`src/rtl/rps_match_ctrl_if.sv`:
```
// rtl/rps_match_ctrl_if.sv - player, judge and score signals of the rock-paper-scissors match sequencer
interface rps_match_ctrl_if #(
    parameter int SCORE_W = 4
);
    logic               start;
    logic               a_valid;
    logic [1:0]         a_throw;
    logic               a_ready;
    logic               b_valid;
    logic [1:0]         b_throw;
    logic               b_ready;
    logic [1:0]         A;
    logic [1:0]         B;
    logic [1:0]         result;
    logic [SCORE_W-1:0] Acounter;
    logic [SCORE_W-1:0] Bcounter;
    logic               round_done;
    logic [1:0]         round_result;
    logic               match_over;
    logic [1:0]         winner;

    modport slave (
        input  start, a_valid, a_throw, b_valid, b_throw, result,
        output a_ready, b_ready, A, B, Acounter, Bcounter,
               round_done, round_result, match_over, winner
    );

    modport master (
        output start, a_valid, a_throw, b_valid, b_throw, result,
        input  a_ready, b_ready, A, B, Acounter, Bcounter,
               round_done, round_result, match_over, winner
    );
endinterface

```
`src/rtl/rps_match_ctrl.sv`:
```
// rtl/rps_match_ctrl.sv - first-to-WIN_SCORE rock-paper-scissors match sequencer with timeout forfeit
module rps_match_ctrl #(
    parameter int WIN_SCORE   = 3,
    parameter int SCORE_W     = 4,
    parameter int TIMEOUT_CYC = 1000,
    parameter int REVEAL_CYC  = 50,
    parameter int TMR_W       = 16
) (
    input  logic             CLK,
    input  logic             RST,
    rps_match_ctrl_if.slave  bus
);
    localparam logic [SCORE_W-1:0] WIN     = SCORE_W'(WIN_SCORE);
    localparam logic [TMR_W-1:0]   TO_LAST = TMR_W'(TIMEOUT_CYC - 1);
    localparam logic [TMR_W-1:0]   RV_LAST = TMR_W'(REVEAL_CYC - 1);

    typedef enum logic [2:0] {IDLE, COLLECT, JUDGE, REVEAL, DONE} state_t;

    state_t             state_q, state_d;
    logic [1:0]         a_q, a_d, b_q, b_d;
    logic               a_got_q, a_got_d, b_got_q, b_got_d;
    logic [TMR_W-1:0]   tmr_q, tmr_d;
    logic [SCORE_W-1:0] acnt_q, acnt_d, bcnt_q, bcnt_d;
    logic               rdone_q, rdone_d;
    logic [1:0]         rres_q, rres_d, win_q, win_d;
    logic               over_q, over_d;
    logic               a_acc, b_acc, a_got_n, b_got_n;

    assign bus.a_ready      = (state_q == COLLECT) && !a_got_q;
    assign bus.b_ready      = (state_q == COLLECT) && !b_got_q;
    assign bus.A            = a_q;
    assign bus.B            = b_q;
    assign bus.Acounter     = acnt_q;
    assign bus.Bcounter     = bcnt_q;
    assign bus.round_done   = rdone_q;
    assign bus.round_result = rres_q;
    assign bus.match_over   = over_q;
    assign bus.winner       = win_q;

    always_comb begin
        state_d = state_q;
        a_d     = a_q;
        b_d     = b_q;
        a_got_d = a_got_q;
        b_got_d = b_got_q;
        tmr_d   = tmr_q;
        acnt_d  = acnt_q;
        bcnt_d  = bcnt_q;
        rdone_d = 1'b0;
        rres_d  = rres_q;
        win_d   = win_q;
        over_d  = over_q;
        a_acc   = 1'b0;
        b_acc   = 1'b0;
        a_got_n = a_got_q;
        b_got_n = b_got_q;
        case (state_q)
            IDLE, DONE: begin
                if (bus.start) begin
                    acnt_d  = '0;
                    bcnt_d  = '0;
                    rres_d  = 2'b00;
                    win_d   = 2'b00;
                    over_d  = 1'b0;
                    a_got_d = 1'b0;
                    b_got_d = 1'b0;
                    tmr_d   = '0;
                    state_d = COLLECT;
                end
            end
            COLLECT: begin
                // An invalid throw (11) is silently dropped and the player stays ready.
                a_acc   = bus.a_valid && !a_got_q && (bus.a_throw != 2'b11);
                b_acc   = bus.b_valid && !b_got_q && (bus.b_throw != 2'b11);
                a_got_n = a_got_q || a_acc;
                b_got_n = b_got_q || b_acc;
                a_got_d = a_got_n;
                b_got_d = b_got_n;
                if (a_acc) a_d = bus.a_throw;
                if (b_acc) b_d = bus.b_throw;
                tmr_d = tmr_q + 1'b1;
                // A throw landing on the timeout edge still goes to the judge.
                if (a_got_n && b_got_n) begin
                    state_d = JUDGE;
                end else if (tmr_q == TO_LAST) begin
                    tmr_d   = '0;
                    rdone_d = 1'b1;
                    state_d = REVEAL;
                    if (a_got_n) begin
                        rres_d = 2'b01;
                        acnt_d = (acnt_q < WIN) ? acnt_q + 1'b1 : acnt_q;
                    end else if (b_got_n) begin
                        rres_d = 2'b10;
                        bcnt_d = (bcnt_q < WIN) ? bcnt_q + 1'b1 : bcnt_q;
                    end else begin
                        rres_d = 2'b00;
                    end
                end
            end
            JUDGE: begin
                tmr_d   = '0;
                rdone_d = 1'b1;
                state_d = REVEAL;
                case (bus.result)
                    2'b01: begin
                        rres_d = 2'b01;
                        acnt_d = (acnt_q < WIN) ? acnt_q + 1'b1 : acnt_q;
                    end
                    2'b10: begin
                        rres_d = 2'b10;
                        bcnt_d = (bcnt_q < WIN) ? bcnt_q + 1'b1 : bcnt_q;
                    end
                    default: rres_d = 2'b00;
                endcase
            end
            REVEAL: begin
                if (tmr_q == RV_LAST) begin
                    tmr_d = '0;
                    if (acnt_q == WIN) begin
                        win_d   = 2'b01;
                        over_d  = 1'b1;
                        state_d = DONE;
                    end else if (bcnt_q == WIN) begin
                        win_d   = 2'b10;
                        over_d  = 1'b1;
                        state_d = DONE;
                    end else begin
                        a_got_d = 1'b0;
                        b_got_d = 1'b0;
                        state_d = COLLECT;
                    end
                end else begin
                    tmr_d = tmr_q + 1'b1;
                end
            end
            default: state_d = IDLE;
        endcase
    end

    always_ff @(posedge CLK or posedge RST) begin
        if (RST) begin
            state_q <= IDLE;
            a_q     <= 2'b00;
            b_q     <= 2'b00;
            a_got_q <= 1'b0;
            b_got_q <= 1'b0;
            tmr_q   <= '0;
            acnt_q  <= '0;
            bcnt_q  <= '0;
            rdone_q <= 1'b0;
            rres_q  <= 2'b00;
            win_q   <= 2'b00;
            over_q  <= 1'b0;
        end else begin
            state_q <= state_d;
            a_q     <= a_d;
            b_q     <= b_d;
            a_got_q <= a_got_d;
            b_got_q <= b_got_d;
            tmr_q   <= tmr_d;
            acnt_q  <= acnt_d;
            bcnt_q  <= bcnt_d;
            rdone_q <= rdone_d;
            rres_q  <= rres_d;
            win_q   <= win_d;
            over_q  <= over_d;
        end
    end
endmodule

```
`src/flat_wrapper.sv`:
```
// flat-port wrapper written by rule: the top's interface ports become plain ports
module rps_match_ctrl_flat 
#(
    parameter int WIN_SCORE   = 3,
    parameter int SCORE_W     = 4,
    parameter int TIMEOUT_CYC = 1000,
    parameter int REVEAL_CYC  = 50,
    parameter int TMR_W       = 16
)
  (CLK, RST, bus_start, bus_a_valid, bus_a_throw, bus_b_valid, bus_b_throw, bus_result, bus_a_ready, bus_b_ready, bus_A, bus_B, bus_Acounter, bus_Bcounter, bus_round_done, bus_round_result, bus_match_over, bus_winner);
  rps_match_ctrl_if #(.SCORE_W(SCORE_W)) bus_i ();
  input  logic CLK;
  input  logic RST;
  input wire logic [$bits(bus_i.start)-1:0] bus_start;
  input wire logic [$bits(bus_i.a_valid)-1:0] bus_a_valid;
  input wire logic [$bits(bus_i.a_throw)-1:0] bus_a_throw;
  input wire logic [$bits(bus_i.b_valid)-1:0] bus_b_valid;
  input wire logic [$bits(bus_i.b_throw)-1:0] bus_b_throw;
  input wire logic [$bits(bus_i.result)-1:0] bus_result;
  output wire logic [$bits(bus_i.a_ready)-1:0] bus_a_ready;
  output wire logic [$bits(bus_i.b_ready)-1:0] bus_b_ready;
  output wire logic [$bits(bus_i.A)-1:0] bus_A;
  output wire logic [$bits(bus_i.B)-1:0] bus_B;
  output wire logic [$bits(bus_i.Acounter)-1:0] bus_Acounter;
  output wire logic [$bits(bus_i.Bcounter)-1:0] bus_Bcounter;
  output wire logic [$bits(bus_i.round_done)-1:0] bus_round_done;
  output wire logic [$bits(bus_i.round_result)-1:0] bus_round_result;
  output wire logic [$bits(bus_i.match_over)-1:0] bus_match_over;
  output wire logic [$bits(bus_i.winner)-1:0] bus_winner;
  assign bus_i.start = bus_start;
  assign bus_i.a_valid = bus_a_valid;
  assign bus_i.a_throw = bus_a_throw;
  assign bus_i.b_valid = bus_b_valid;
  assign bus_i.b_throw = bus_b_throw;
  assign bus_i.result = bus_result;
  assign bus_a_ready = bus_i.a_ready;
  assign bus_b_ready = bus_i.b_ready;
  assign bus_A = bus_i.A;
  assign bus_B = bus_i.B;
  assign bus_Acounter = bus_i.Acounter;
  assign bus_Bcounter = bus_i.Bcounter;
  assign bus_round_done = bus_i.round_done;
  assign bus_round_result = bus_i.round_result;
  assign bus_match_over = bus_i.match_over;
  assign bus_winner = bus_i.winner;
  rps_match_ctrl #(.WIN_SCORE(WIN_SCORE), .SCORE_W(SCORE_W), .TIMEOUT_CYC(TIMEOUT_CYC), .REVEAL_CYC(REVEAL_CYC), .TMR_W(TMR_W)) u_core (.CLK(CLK), .RST(RST), .bus(bus_i));
endmodule
```
`config.mk`:
```
export PLATFORM = sky130hd
export DESIGN_NAME = rps_match_ctrl_flat
export DESIGN_NICKNAME = d
export VERILOG_FILES = /design/src/rtl/rps_match_ctrl_if.sv /design/src/rtl/rps_match_ctrl.sv /design/src/flat_wrapper.sv
export SDC_FILE = /design/constraint.sdc
export NUM_CORES = 1
export LEC_CHECK = 0
export CAP_MARGIN = 30
export CORE_MARGIN = 2
export CORE_UTILIZATION = 50
export DETAILED_ROUTE_END_ITERATION = 10
export PLACE_DENSITY_LB_ADDON = 0.1
export SYNTH_ARGS = -nofsm -noshare
export SYNTH_HDL_FRONTEND = slang
export SYNTH_SLANG_ARGS = --single-unit
```
`constraint.sdc`:
```
create_clock -name CLK -period 6.52 [get_ports CLK]
set_input_delay 1.304 -clock CLK [delete_from_list [all_inputs] [get_ports CLK]]
set_output_delay 1.304 -clock CLK [all_outputs]
set_load 0.05 [all_outputs]
```
# After elaboration in Yosys (flattened, before gate mapping)
# Cells that the tools add are included.
dict set report word_totals {
  input_bits 11
  regBits 39
  out_inout_bits 20
  word_cells 118
}
dict set report classes {
  add_sub_neg 3
  reduce_logical 26
  n_mux 50
  n_eq_ne 25
  magnitude_cmp 2
}
# cell n
set op_table {}
lappend op_table {{two-way mux 16 bit} 4}
lappend op_table {{case mux 16 bit (4 select lines)} 1}
lappend op_table {{two-way mux 4 bit} 12}
lappend op_table {{case mux 4 bit (3 select lines)} 2}
lappend op_table {{!= test 2 bit (second input constant)} 10}
lappend op_table {{two-way mux 3 bit} 6}
lappend op_table {{adder 16 x 1 -> 16 bit (second input constant)} 1}
lappend op_table {{equality test 16 x 10 -> 1 bit (second input constant)} 1}
lappend op_table {{equality test 16 x 6 -> 1 bit (second input constant)} 1}
lappend op_table {{two-way mux 2 bit} 8}
lappend op_table {{case mux 3 bit (4 select lines)} 1}
lappend op_table {{two-way mux 1 bit} 9}
lappend op_table {{adder 4 x 1 -> 4 bit (second input constant)} 2}
lappend op_table {{equality test 4 x 2 -> 1 bit (second input constant)} 2}
lappend op_table {{less-than comparator 4 x 2 -> 1 bit (second input constant)} 2}
lappend op_table {{case mux 2 bit (2 select lines)} 2}
lappend op_table {{AND reduction 4 bit} 2}
lappend op_table {{logical AND 1 bit} 7}
lappend op_table {{AND reduction 7 bit} 1}
lappend op_table {{equality test 3 x 2 -> 1 bit (second input constant)} 2}
lappend op_table {{!= test 2 x 1 -> 1 bit (second input constant)} 3}
lappend op_table {{case mux 1 bit (3 select lines)} 2}
lappend op_table {{case mux 2 bit (3 select lines)} 1}
lappend op_table {{AND reduction 2 bit} 3}
lappend op_table {{17 further kinds} 21}

# Longest topological paths before layout
# Gate-level depths: netlist of the first run.
dict set report depth {
  ltp_word 9
  depth_mapped 9
  mapped_depth_nobuf 7
}

# Least setup slack after synthesis of the first run
# Ideal clock, no wire load.
dict set report synth_path {
  path_kind {register -> output}
  startpoint {register u_core.state_q[1]}
  endpoint {output bus_a_ready}
  n_path_buf 1
  arrival_time_ns 1.705
  path_slack_ns 3.511
  stages_incl_launch_ff 4
  required_ns 5.216
  cell_sequence {dfrtp_1 > or3b_2 > clkbuf_1 > nor2_1}
}
dict set report synth_between {
  elab_chain_len 2
}
# element line_no
set synth_rtl {}
lappend synth_rtl {{from (decl)} rps_match_ctrl.sv:19} ;# state_t state_q, state_d;
lappend synth_rtl {{from (signal assigned)} rps_match_ctrl.sv:155} ;# state_q <= state_d;
lappend synth_rtl {{equality test 3 x 1 -> 1 bit} rps_match_ctrl.sv:29} ;# assign bus.a_ready = (state_q == COLLECT) && !a_got_q;
lappend synth_rtl {{logical AND 1 bit} rps_match_ctrl.sv:29}
lappend synth_rtl {{to (decl)} flat_wrapper.sv:20} ;# output wire logic [$bits(bus_i.a_ready)-1:0] bus_a_ready;
# No other way between the ends.

# Worst setup path in the final report of the first run
dict set report layout_path {
  startpoint {register u_core.state_q[0]}
  endpoint {output bus_b_ready}
}
dict set report layout_between {
  elab_chain_len 2
}
# element line_no
set layout_rtl {}
lappend layout_rtl {{equality test 3 x 1 -> 1 bit} rps_match_ctrl.sv:30} ;# assign bus.b_ready = (state_q == COLLECT) && !b_got_q;
lappend layout_rtl {{logical AND 1 bit} rps_match_ctrl.sv:30}
lappend layout_rtl {{to (decl)} flat_wrapper.sv:21} ;# output wire logic [$bits(bus_i.b_ready)-1:0] bus_b_ready;
# No other way between the ends.

==> results of run 1 <==
-- logic make-up after synthesis --
family,after synthesis
AOI/OAI and AO/OA,63
adders and majority gates,4
buffers and inverters,20
DFF,39
muxes,8
and+or+nand+nor,110
-- metrics by stage --
stage                     instances  util [%]
after global placement          322      59.2
after global routing            330      61.2
after detailed placement        322      59.2
after CTS                       330      61.2
after floorplan                 244         -
final                           330      61.2
-- routing by layer --
| metal | vias up | share of wire, % |
|---|---|---|
| met2 | 50 | 50 |
| li1 | 956 | - |
| met1 | 897 | 44 |
| met3 | 8 | 4.6 |
| met5 | - | 0 |
| met4 | 0 | 1.9 |
-- layout make-up --
cell class                 count  area share, %
clock buffer                   5           2.62
clock inverter                 3          0.572
inverter                      13           1.86
multi-input combinational    185           43.0
sequential                    39           37.2
tap                           52           2.48
timing repair buffer          33           12.3
-- Yosys cell counts (3+ instances only) --
library cell  instances
nor4_1                5
nor2b_1               6
inv_1                13
dfrtp_1              39
mux2_2                5
o22ai_1               7
clkbuf_1              3
nand4_1               3
nand3_1               9
ha_1                  4
nand3b_1              3
a21oi_1              12
o21ai_1               3
or4_1                 3
or2_2                 5
o21ai_0              13
o211ai_1              9
nor2_1               13
nor3_1               10
nor3b_1               3
nand2_1              39
-- flip-flops by register name (all words and copies together), names as in the netlist --
| name | flops |
|---|---|
| u_core.bus.A | 2 |
| u_core.bus.winner | 2 |
| u_core.bus.Acounter | 4 |
| u_core.state_q | 3 |
| u_core.bus.match_over | 1 |
| u_core.bus.round_result | 2 |
| u_core.b_got_q | 1 |
| u_core.a_got_q | 1 |
| u_core.tmr_q | 16 |
| u_core.bus.Bcounter | 4 |
| u_core.bus.B | 2 |
| u_core.bus.round_done | 1 |
-- worst max-delay path by stage --
stage | to | slack (ps) | cells after the start
6_report | bus_b_ready | 2870 | 3
5_1_grt | bus_a_ready | 2770 | 3
4_1_cts | bus_b_ready | 2880 | 3
3_5_place_dp | u_core.bus.Acounter[0] | 3190 | 6
3_3_place_gp | bus_b_ready | 3210 | 3
2_1_floorplan | bus_a_ready | 3510 | 3
-- cell usage in the layout (no fill, tap or decap), types with 6 or more instances in the layout --
| cell | instances |
|---|---|
| clkdlybuf4s50_1 | 30 |
| nor2b_1 | 6 |
| inv_1 | 13 |
| o22ai_1 | 7 |
| o21ai_0 | 13 |
| nor3_1 | 10 |
| a21oi_1 | 12 |
| dfrtp_1 | 39 |
| o211ai_1 | 9 |
| nor2_1 | 13 |
| nand2_1 | 39 |
| nand3_1 | 9 |
-- power breakdown --
group	internal [W]	total, W	leakage [nW]	switching, W
sequential	0.000243	0.000244	0.500	0.000000909
combinational	0.0000110	0.0000267	0.620	0.0000156
clock	0.0000732	0.000156	0.0477	0.0000831
-- worst max-delay path, stage by stage, from the launching register on --
cell	delay, ps
dfrtp_1	510
or3b_2	570
nor2_1	160
clkdlybuf4s50_1	820
==> flow_metrics.tcl, run 1 <==
set metrics [dict create \
    status "finished, final reports clean" \
    hold_slack_ps 494 \
    grt_max_degree 40 \
    yosysUniqueCellTypes 49 \
    cp_max_fo 11 \
    postCtsHoldBufs 0 \
    grt_util_all_layers_pct 21.7 \
    worstSkewPairLatency_ps 290 \
    n_fill_cell 381 \
    cts_tree "yes" \
    synth_top_area_cell "dfrtp_1" \
    drtIter0Drc 171 \
    multi_input_area_mm2 0.00113 \
    grt-busiest-layer "met2" \
    place_area_mm2 0.00254 \
    use_met1_pct 27.0 \
    setup_viol 0 \
    drc 0 \
    synth.area.mux_share_pct 3.99 \
    portBuffers 30 \
    synth_sequential_area_ratio_pct 44.4 \
    synth_area_per_cell_um2 9.00 \
    cts_made_buffers 5 \
    gp_congestion 0.897 \
    r2r_end "u_core.bus.Acounter[0]" \
    fin_ws_ps 2870 \
    clock_path_buffers 2 \
    crit_path_end_kind "output port" \
    nNetsFinal 292 \
    synthSimpleGateAreaFrac_pct 26.0 \
    synth_top_family_by_area "simple AND/OR/NAND/NOR gates" \
    whs_endpoint "u_core.bus.winner[1]" \
    core_area_mm2 0.00429 \
    rsz0062_at_grt "no" \
    post_drt_wl_per_cell_um 14.6 \
    synth_fa_ha_area_share_pct 2.28 \
    die_w_um 70.3 \
    final_cell_area_mm2 0.00263 \
    dp_hpwl_mm 3.50 \
    cp.required_ps 5220 \
    cp-startpoint "u_core.state_q[0]" \
    postSynthCellCount 244 \
    pre_cts_ws_ps 3190 \
    holdPathStages 1 \
    n_antenna_cell 0 \
    ctsResizeCount 0 \
    drt_first_pass_iters 4 \
    worst-r2r-setup-slack_ps 3860 \
    hp-start "u_core.bus.winner[1]" \
    syn_to_final_growth_pct 19.5 \
    die_y_um 70.3 \
    num_vias 1911 \
    yosys_warnings 0 \
    via_per_inst 5.79 \
    hold_viol 0 \
    tns_ps 0 \
    fin_worst_skew_ps 4.28 \
    synthFlopType "dfrtp_1" \
    reg2reg_depth 5 \
    worstSetupPathType "flip-flop to output port" \
    fmax_mhz 274 \
    die_area_mm2 0.00494 \
    grt_first_pass_wirelength_mm 8.71 \
    synth_xor_area_share_pct 0 \
    yosysTopAreaCellShare_pct 44.4 \
    drive_gt1_share_pct 10.4 \
    cts_sinks 39 \
    synth_area_leaders "dfrtp_1, nand2_1, o211ai_1, o21ai_0, a21oi_1" \
    hold_path_class "flip-flop to flip-flop" \
    grt_pass1_vias 1904 \
    routed_wl_mm 4.82 \
    maxCapViolCount 0 \
    synth_edf_count 0 \
    drv_slew 0 \
    row_count 24 \
    totalPowerFinal_w 0.000427 \
    grt_use_met2_pct 35.6 \
    start_kind "flip-flop" \
    worst_slew_pin_slew_ps 765 \
    ys_seq_elements 39 \
    cp.arrival_ps 2350 \
    synth_area_mm2 0.00220 \
    clk_pin_slew_ps 70 \
    post-cts-setup-buffer-count 0 \
    p_leak_nw 1.17 \
    slew_headroom_pct 48.5 \
    grt_use_met3_pct 5.34 \
    power_density_mw_per_mm2 163 \
    grt_overflow_total 0 \
    h-tree-depth 2 \
    period_minus_slack_ps 3650 \
    period_share_pct 56.0 \
    synth_compound_area_share_pct 19.2 \
    syn-num-nets 259 \
    final-seq-area_um2 976 \
    ant_nets 0 \
    ys_async_sr_fraction_pct 100 \
    antenna_found_initial 0 \
    initial_core_util_pct 51.2 \
    r2r-start "u_core.tmr_q[3]" \
    clock-root-buffer "clkbuf_8" \
    ir_drop_v 0.0000849 \
    io_pins 31 \
]
Note: power is estimated with default switching activity, not from simulation.
==> run 2: changes to the inputs <==
clock period = 3.5 ns   (was 6.52 ns; I/O delays follow)
==> run 2 against run 1 <==
Register-to-register slack got worse by 3000 ps. Non-clock buffer count rose by 2. Total power rose by 91%. Critical path type unchanged. Critical endpoint unchanged. Largest cell class unchanged.
==> flow_metrics.tcl, run 2 (synthesis results as in run 1) <==
set metrics [dict create \
    worst_slew_pin_slew_ps 834 \
    drc 0 \
    row_count 24 \
    tns_ps 0 \
    pre_cts_ws_ps 782 \
    die_y_um 70.3 \
    drive_gt1_share_pct 10.8 \
    fin_worst_skew_ps 7.87 \
    nNetsFinal 294 \
    largest_reg_flops 16 \
    fin_ws_ps 465 \
    syn_to_final_growth_pct 20.4 \
    cts_sinks 39 \
    instances_no_fill 331 \
    cp.required_ps 2800 \
    setup_viol 0 \
    clk_pin_slew_ps 70 \
    worst-r2r-setup-slack_ps 860 \
    hold_viol 0 \
    grt_util_all_layers_pct 22.0 \
    largest-register "u_core.tmr_q" \
    clock-root-buffer "clkbuf_8" \
    reg2reg_depth 5 \
    drv_slew 0 \
    portBuffers 30 \
    n_fill_cell 385 \
    routed_wl_mm 4.98 \
    grt_pass1_vias 1913 \
    ant_nets 0 \
    start_kind "flip-flop" \
    n_antenna_cell 0 \
    p_leak_nw 1.18 \
    hold_path_class "flip-flop to flip-flop" \
    post_drt_wl_per_cell_um 15.0 \
    die_area_mm2 0.00494 \
    post-cts-setup-buffer-count 0 \
    status "finished, final reports clean" \
    worstSkewPairLatency_ps 290 \
    drt_first_pass_iters 6 \
    initial_core_util_pct 51.2 \
    ir_drop_v 0.000176 \
    fmax_mhz 329 \
    via_per_inst 5.88 \
    placedCellCount 324 \
    h-tree-depth 2 \
    cts_tree "yes" \
    r2r-start "u_core.tmr_q[3]" \
    grt_first_pass_wirelength_mm 8.72 \
    clock_path_buffers 2 \
    period_share_pct 86.7 \
    rsz0062_at_grt "no" \
    cp_max_fo 11 \
    grt_overflow_total 0 \
    grt_max_degree 24 \
    num_vias 1946 \
    cts_made_buffers 5 \
    slew_headroom_pct 44.3 \
    cp.arrival_ps 2340 \
    power_density_mw_per_mm2 309 \
    period_minus_slack_ps 3040 \
    io_pins 31 \
    hp-start "u_core.bus.B[0]" \
    postCtsHoldBufs 0 \
    crit_path_end_kind "output port" \
    die_w_um 70.3 \
    final_cell_mix "nand2_1, dfrtp_1, clkdlybuf4s50_1" \
    gp_congestion 0.891 \
    core_area_mm2 0.00429 \
    whs_endpoint "u_core.bus.B[0]" \
    dp_hpwl_mm 3.66 \
    r2r_end "u_core.tmr_q[8]" \
    maxCapViolCount 0 \
    antenna_found_initial 0 \
    holdPathStages 1 \
    ctsResizeCount 0 \
    worstSetupPathType "flip-flop to output port" \
    drtIter0Drc 145 \
]
[run 2: cell count changes in the layout (fill, tap and decap cells not counted), sizes merged]
cell    previous run  this run
clkbuf             5         6
buf                3         5
clkinv             3         1
[run 2: where the power goes]
part	total, W	switching (W)	internal [W]
clock network	0.000312	0.000157	0.000155
logic	0.0000506	0.0000294	0.0000212
registers	0.000454	0.00000179	0.000453
total	0.000817	0.000188	0.000628
[run 2: cell type report]
type	count	area, um2	share of cell area, %
timing repair buffer	35	338	12.8
tap	52	65.1	2.46
inverter	13	48.8	1.84
multi-input combinational	185	1130	42.7
clock inverter	1	5.00	0.189
sequential	39	976	36.9
clock buffer	6	82.6	3.12
[run 2: layer usage]
| layer | GRT usage, % | wire length, um | share of wire, % |
|---|---|---|---|
| met1 | 27.5 | 2210 | 44 |
| met2 | 37.7 | 2550 | 51 |
| met3 | 4.76 | 172 | 3.5 |
| met4 | 6.84 | 44 | 0.88 |
| met5 | 0 | 0 | 0 |
[run 2: worst max path at each step]
stage,cells past startpoint,slack [ps],start,endpoint
final,3,460,u_core.state_q[0],bus_b_ready
after global routing,3,360,u_core.state_q[0],bus_a_ready
after CTS,3,470,u_core.state_q[0],bus_b_ready
after detailed placement,6,780,bus_a_valid,u_core.bus.round_result[0]
after global placement,3,810,u_core.state_q[0],bus_b_ready
after floorplan,3,1100,u_core.state_q[1],bus_a_ready
[run 2: through the flow]
stage                     instance area, um2  hold WS [ps]  util [%]  power, W
after floorplan                         2200           506         -  0.000489
after global placement                  2560           474      59.6  0.000514
after detailed placement                2560           477      59.6  0.000515
after CTS                               2650           495      61.6  0.000827
after global routing                    2650           509      61.6  0.000849
final                                   2650           491      61.6  0.000817
[run 2: critical path, cell delays in order (launching register included)]
cell and delay [ps]:
dfrtp_1 500, or3b_2 560, nor2_1 170, clkdlybuf4s50_1 820
==> patch (flow settings as in run 1) <==
Re-encode `state_t` (5 states) as one-hot, 5 bits wide.
--- a/src/rtl/rps_match_ctrl.sv
+++ b/src/rtl/rps_match_ctrl.sv
@@ -14,7 +14,7 @@
     localparam logic [TMR_W-1:0]   TO_LAST = TMR_W'(TIMEOUT_CYC - 1);
     localparam logic [TMR_W-1:0]   RV_LAST = TMR_W'(REVEAL_CYC - 1);
 
-    typedef enum logic [2:0] {IDLE, COLLECT, JUDGE, REVEAL, DONE} state_t;
+    typedef enum logic [4:0] {IDLE = 5'b00001, COLLECT = 5'b00010, JUDGE = 5'b00100, REVEAL = 5'b01000, DONE = 5'b10000} state_t;
 
     state_t             state_q, state_d;
     logic [1:0]         a_q, a_d, b_q, b_d;
Function: no difference found for any inputs over 10 cycles, from zero or initial values and one cycle with RST high; not proved beyond that.
==> patch against run 1 <==
Synthesized cell count rose by 8.2%; worst setup slack worse by 0.26 ns; register-to-register slack worse by 0.02 ns; wire length increased by 11%; sequential cell count grew 2; synthesized area increased by 8.4%; clock skew fell by 0.00062 ns; final area is 6.3% higher; first-iteration DRC count is 4.7% lower; critical endpoint is now bus_a_ready; largest cell class unchanged.
Power is not compared: it rests on default switching activity, and its combinational part moved more than twofold at a synthesized area within 25%.
==> patch: results (changes against run 1) <==
| Metric | Value |
|---|---|
| PostCTS Resize Cnt | `0 (unchanged)` |
| Largest cells by area after synthesis | `dfrtp_1 (42%), nor2_1 (5.2%), nand2_1 (3.8%)` |
| Drt first pass iters | `5 (+1)` |
| Placed insts | `341 (+5.9%)` |
| Worst Hold End | `u_core.bus.B[1]$_DFFE_PP0P_` |
| First-pass GRT wire length | `9240 µm (+6.0%)` |
| Slew margin rel. | `0.554 (+0.0683)` |
| R2R setup slack | `3.84 ns (-0.02 ns)` |
| Wire per inst | `15.4 µm (+5.3%)` |
| Number of global-route vias before repair | `1967 (+3.3%)` |
| Syn Inst Count | `264 (+8.2%)` |
| Fill cells | `432 (+13%)` |
| Initial DRC count | `163 (-4.7%)` |
| Run status | `complete, no violations` |
| Vias per cell | `6.05 (+4.4%)` |
| HP Start | `u_core.bus.B[1]$_DFFE_PP0P_` |
| Clk_skew | `0.00366 ns (-0.000619 ns)` |
| Syn nets | `279 (+7.7%)` |
| WHS Path Cells | `2 (+1)` |
| Nets | `309 (+5.8%)` |
| Post-synthesis cell type count | `56 (+14%)` |
| Max incr delay on CP | `0.82 ns (about the same)` |
| Register area share after synthesis | `0.431 (-0.0130)` |
| Share of cells above drive strength 1 | `0.0678 (-0.0365)` |
| Reg-to-Reg End | `u_core.bus.Bcounter[0]$_DFFE_PP0P_` |
| Max VDD drop | `205 µV` |
| Final Non-Filler Cells | `349 (+5.8%)` |
| Placer's final routability congestion estimate | `0.814 (-9.2%)` |
| Most instantiated cells after synthesis | `dfrtp_1 (40), nor2_1 (33), nand2_1 (24)` |
| Setup WS pre-CTS | `2.89 ns (-0.301 ns)` |
| Critical R2R Launch | `u_core.tmr_q[10]$_DFFE_PP0P_` |
| Hold crit path type | `flop to flop` |
| Largest net degree at the start of global routing | `42 (+5.0%)` |
| Critical path peak fanout | `13 (+2)` |
| DP HPWL | `3790 µm (+8.5%)` |
| Hold WS | `0.497 ns (+0.00332 ns)` |
| Worst EP arrival | `2.61 ns (+0.26 ns)` |
[patch: cell families after synthesis]
kind of cell               share of synthesized area
adders and majority gates                     0.0210
AOI/OAI and AO/OA                              0.205
muxes                                         0.0226
buffers and inverters                         0.0362
DFF                                            0.431
and+or+nand+nor                                0.273
xor gates and xnor gates                      0.0110
[patch: worst max-delay path by stage]
stage	start	endpoint	cells after the start
after floorplan	u_core.state_q[4]$_DFFE_PP0P_	bus_a_ready	4
after global placement	bus_start	u_core.bus.Bcounter[0]$_DFFE_PP0P_	6
after detailed placement	bus_start	u_core.bus.Bcounter[0]$_DFFE_PP0P_	6
after CTS	u_core.state_q[1]$_DFFE_PP0P_	bus_a_ready	4
after global routing	u_core.state_q[1]$_DFFE_PP0P_	bus_a_ready	4
final	u_core.state_q[4]$_DFFE_PP0P_	bus_a_ready	4
[patch: layer usage]
layer | track usage | wire length (µm) | vias to the layer above
li1 | - | - | 1044
met1 | 0.319 | 2650 | 1001
met2 | 0.328 | 2370 | 58
met3 | 0.0566 | 276 | 7
met4 | 0.0802 | 73 | 0
met5 | 0 | 0 | -
[patch: critical path, delay by kind of cell (launching register included)]
| family | cells | cell delay [ns] |
|---|---|---|
| flip-flops | 1 | 0.45 |
| buffers and inverters | 1 | 0.82 |
| AND/OR/NAND/NOR | 3 | 1.05 |
[patch: layout make-up]
class	count	share of cell area
clock buffer	6	0.0260
clock inverter	2	0.00359
inverter	10	0.0134
multi-input combinational	205	0.455
sequential	41	0.368
tap	54	0.0242
timing repair buffer	31	0.110
[patch: through the flow]
stage          power (W)  area, µm²   util
2_1_floorplan   0.000726       2380      -
3_3_place_gp    0.000858       2710  0.581
3_5_place_dp    0.000864       2710  0.581
4_1_cts          0.00103       2790  0.599
5_1_grt          0.00109       2790  0.599
6_report         0.00102       2790  0.599
[patch: power by group through the flow]
| stage | Clock (W) | Sequential [W] | Combinational (W) |
|---|---|---|---|
| floorplan | 0 | 0.000445 | 0.000281 |
| global placement | 0 | 0.000358 | 0.000500 |
| detailed placement | 0 | 0.000359 | 0.000505 |
| CTS | 0.000169 | 0.000354 | 0.000507 |
| global route | 0.000178 | 0.000362 | 0.000551 |
| finish | 0.000165 | 0.000354 | 0.000506 |
